===== src/rtl/button_led_debounce.sv =====
// Multi-channel button synchroniser/debouncer driving LEDs in DIRECT or TOGGLE mode.
// Optional press_pulse output is enabled by defining BUTTON_LED_PULSE_OUT_EN.
module button_led_debounce #(
    parameter int CHANNELS        = 4,
    parameter int DEBOUNCE_CYCLES = 1000
) (
    input  logic                clk,
    input  logic                rst,
    input  logic [CHANNELS-1:0] push_button,
    input  logic [CHANNELS-1:0] mode,
    output logic [CHANNELS-1:0] led,
`ifdef BUTTON_LED_PULSE_OUT_EN
    output logic [CHANNELS-1:0] btn_state,
    output logic [CHANNELS-1:0] press_pulse
`else
    output logic [CHANNELS-1:0] btn_state
`endif
);

    localparam int CNT_W = $clog2(DEBOUNCE_CYCLES + 1);
    localparam logic [CNT_W-1:0] CNT_MAX = CNT_W'(DEBOUNCE_CYCLES - 1);

    logic [CHANNELS-1:0] sync1;
    logic [CHANNELS-1:0] sync2;
    logic [CHANNELS-1:0] stable;
    logic [CHANNELS-1:0] toggle_q;
    logic [CHANNELS-1:0] accept;
    logic [CHANNELS-1:0] rise;

    always_ff @(posedge clk) begin
        if (rst) begin
            sync1 <= '0;
            sync2 <= '0;
        end else begin
            sync1 <= push_button;
            sync2 <= sync1;
        end
    end

    // Each channel counts consecutive cycles of disagreement; any agreement discards progress.
    for (genvar i = 0; i < CHANNELS; i++) begin : g_chan
        logic [CNT_W-1:0] cnt;

        assign accept[i] = (sync2[i] != stable[i]) && (cnt == CNT_MAX);

        always_ff @(posedge clk) begin
            if (rst) begin
                cnt <= '0;
            end else if (sync2[i] == stable[i]) begin
                cnt <= '0;
            end else if (cnt == CNT_MAX) begin
                cnt <= '0;
            end else begin
                cnt <= cnt + CNT_W'(1);
            end
        end
    end

    assign rise = accept & ~stable;

    always_ff @(posedge clk) begin
        if (rst) begin
            stable   <= '0;
            toggle_q <= '0;
        end else begin
            stable   <= stable ^ accept;
            toggle_q <= toggle_q ^ (rise & mode);
        end
    end

    assign btn_state = stable;
    assign led       = (mode & toggle_q) | (~mode & stable);

`ifdef BUTTON_LED_PULSE_OUT_EN
    logic [CHANNELS-1:0] stable_d;

    // Pulse lands one cycle after btn_state rises, hence the extra delayed copy.
    always_ff @(posedge clk) begin
        if (rst) begin
            stable_d    <= '0;
            press_pulse <= '0;
        end else begin
            stable_d    <= stable;
            press_pulse <= stable & ~stable_d;
        end
    end
`endif

endmodule


===== config.mk =====
export PLATFORM = sky130hd
export DESIGN_NAME = button_led_debounce
export DESIGN_NICKNAME = d
export VERILOG_FILES = /design/src/rtl/button_led_debounce.sv
export SDC_FILE = /design/constraint.sdc
export NUM_CORES = 1
export LEC_CHECK = 0
export ABC_AREA = 1
export CORE_MARGIN = 2
export CORE_UTILIZATION = 45
export DETAILED_ROUTE_END_ITERATION = 6
export PLACE_DENSITY = 0.69
export SLEW_MARGIN = 25
export SYNTH_ARGS = -nofsm -noshare
export SYNTH_HDL_FRONTEND = slang
export SYNTH_SLANG_ARGS = --single-unit
export TNS_END_PERCENT = 20

===== constraint.sdc =====
create_clock -name clk -period 1.45 [get_ports clk]
set_clock_uncertainty 0.2 [all_clocks]
set_input_delay 0.29 -clock clk [delete_from_list [all_inputs] [get_ports clk]]
set_output_delay 0.29 -clock clk [all_outputs]
set_load 0.005 [all_outputs]

==> reports/results.tsv <==
stage	metric	value	unit
outcome	status	finished, violations left	
outcome	failing checks	negative setup slack	
yosys	area leader, netlist	dfxtp_1	
critical_path	slowest stage cell on the critical path	dfxtp_2	
yosys	Top FF cell, synth	dfxtp_1	
cells_and_area	Layout Nets	409	
yosys	syn_area_per_cell	7.785	µm²
cells_and_area	area grow syn2layout	32.87	%
clocking	clock-pin slew on the worst setup and hold paths	0.09	ns
critical_path	WP data required	0.96	ns
clocking	clock latency on the worst-skew pair	0.30	ns
yosys	Synth top cells by count	nand2_1, nor2_1, dfxtp_1	
yosys	Mapped Cells	333	
yosys	EDFF count, synth	0	
floorplanning	Die Wd	79.90	µm
worst_hold_path	min-delay worst type	in2reg	
clocking	TritonCTS clock tree	yes	
pwr	register share of total power	58.6	%
global_route	vias in the first global route	2060	
yosys	Synth top area share	43.24	%
timing	minimum clock period	1.464	ns
pwr	Leak	1.324	nW
pwr	maximum VDD drop	0.5124	mV
global_route	remaining global-route overflow	0	
timing	max_slew headroom	74.94	%
clocking	cts hold-fix bufs	0	
timing	Worst Setup Slack, final	-0.01397	ns
route	vias per inst	4.703	
route	Vias	2201	
critical_path	critical path cell sequence	buf_6, inv_4, o21ai_2, buf_2	
timing	RSZ-0062 raised after global routing	true	
critical_path	Critical Path Fanout Max	2	
placement	number of port buffers	17	
yosys	Warnings, synthesis	0	
cells_and_area	Finished Cell Area	3445	µm²
yosys	top post-synthesis cells by area	dfxtp_1, nand2_1, nor2_1	
timing	fin crit share	101.0	%
clocking	clock buffer depth	2	
yosys	Synth Cell Area	2592	µm²
flow_run	max-cap violations	0	
clocking	clk sink count	56	
timing	Max Freq	0.6831	GHz
clocking	root buffer selected by CTS	clkbuf_8	
critical_path	critical path arrival	0.97	ns
placement	placed cell area	3103	µm²
critical_path	Worst path max stage delay	0.34	ns
cells_and_area	share of layout cells above drive strength 1	38.13	%
route	DRT Pass-1 Iters	4	
yosys	Synth cell types	31	
floorplanning	num ports	18	
floorplanning	Core Box Area	5540	µm²
yosys	Post-Synthesis Net Count	347	
timing	final hold violation count	0	
placement	GPL Wtd Cong	0.8022	
yosys	synthesized flop and latch total	56	
global_route	largest net degree at the start of global routing	17	
timing	endpoints failing setup	1	
placement	pre-CTS WS	-0.5050	ns
clocking	cts bufs inserted	5	
clocking	maximum level of the CTS H-tree	2	
floorplanning	Rows	27	
floorplanning	Initial Util	46.79	%
pwr	P_sw	0.5504	mW
route	DRC	0	
yosys	Seq/Total Area, Yosys	43.24	%
pwr	internal power	2.114	mW
critical_path	critical path endpoint category	output pin	
route	average wire per standard cell	10.57	µm
pwr	clock share of power	37.5	%
yosys	Post-synth ARST share	0	%
critical_path	Critical Path Start Type	flip-flop	
timing	Slew Limit Fails	0	
placement	DP HPWL	3.399	mm
floorplanning	die area	6384	µm²
global_route	initial antenna violation count	0	
global_route	Total GRT Usage	15.98	%
floorplanning	Die Span Y	79.90	µm
timing	worst-margin pin slew	0.3748	ns
critical_path	Crit Path Class	reg2out	
pwr	Sw Ratio	20.66	%
pwr	combinational power share	3.8	%
pwr	Pwr Density	773.4	nW/µm²
route	final antenna-violating net count	0	
global_route	first-pass GRT wire length	8.155	mm
route	Iteration-0 DRC Markers	62	
route	Total Wirelength	4.947	mm
cells_and_area	diodes inserted	0	
==> sequential cells by signal, summed over array words and instances (netlist names), named ones only <==
| signal | flops |
|---|---|
| sync1 | 4 |
| sync2 | 4 |
| toggle_q | 4 |
| g_chan.cnt | 40 |
==> metal layers <==
layer,vias to the layer above,share of wire (%),GRT usage [%]
met3,9,2.7,3.281
met5,-,0,0
met1,983,46,18.71
li1,1186,-,-
met2,23,50,28.42
met4,0,1.6,6.102
==> metrics by stage <==
stage                     total power, mW   TNS [ns]  instances  util (%)  hold slack, ns
final                               2.664   -0.01397        468     62.17          0.1642
after global routing                2.755    -0.9783        468     62.17          0.1989
after CTS                           2.683    -0.2281        466     59.12          0.2054
after detailed placement            1.693     -13.68        454     56.01          0.1917
after global placement              1.692     -12.93        454     56.01          0.1889
after floorplan                     1.640  -0.005048        333         -          0.1883
==> kinds of logic (layout without fill, tap and decap cells) <==
logic type | after synthesis | count (layout) | synth area share (%)
flops | 56 | 56 | 43.24
buf+inv | 47 | 107 | 6.805
xor+xnor | 9 | 9 | 3.040
simple gates | 192 | 194 | 38.80
fa+ha+maj | 4 | 4 | 1.931
compound gates | 25 | 26 | 6.177
==> final cells by class <==
type	instances	area, µm²
Clock buffer	6	72.57
Multi-Input combinational cell	233	1503
Fill cell	507	2096
Timing Repair Buffer	54	427.9
Tap cell	72	90.09
Sequential cell	56	1142
Inverter	45	173.9
Clock inverter	2	35.03
==> path summary, 6_finish.rpt <==
path | from | cells after the start | slack (ns) | to
worst min-delay path | rst | 2 | 0.16 | flip-flop
worst min register to register | sync1[3] | 2 | 0.20 | sync2[3]
worst max register to register | g_chan[3].cnt[0] | 8 | 0.02 | toggle_q[3]
worst max-delay path | flip-flop | 4 | -0.01 | led[3]
==> power by group through the flow <==
stage	combinational (mW)	clock, mW	sequential (mW)
floorplan	0.0458	0	1.59
global route	0.115	1.08	1.56
CTS	0.0994	1.02	1.56
global placement	0.0969	0	1.59
finish	0.102	1.00	1.56
detailed placement	0.0981	0	1.59
==> cells in the final DEF (no fill, tap or decap), types with 8 or more instances in the layout <==
cell / count
inv_2: 10
nor2_1: 53
dfxtp_1: 39
dfxtp_2: 17
nand2_1: 53
inv_1: 33
nand4_1: 10
nor2_2: 14
nor2_4: 11
a21oi_1: 11
nor3_2: 8
buf_4: 34
==> what timing repair did <==
action,in CTS,in global routing
resized for setup,56,45
gates cloned,1,2
buffers inserted,3,1
pin swaps,7,18
endpoints found under the setup margin,47,51
==> critical path, delay by kind of cell (launching register included) <==
kind	cells	cell delay, ns
flops	1	0.34
buf+inv	3	0.25
compound gates	1	0.09
No activity file was read; power rests on OpenSTA's default activity.
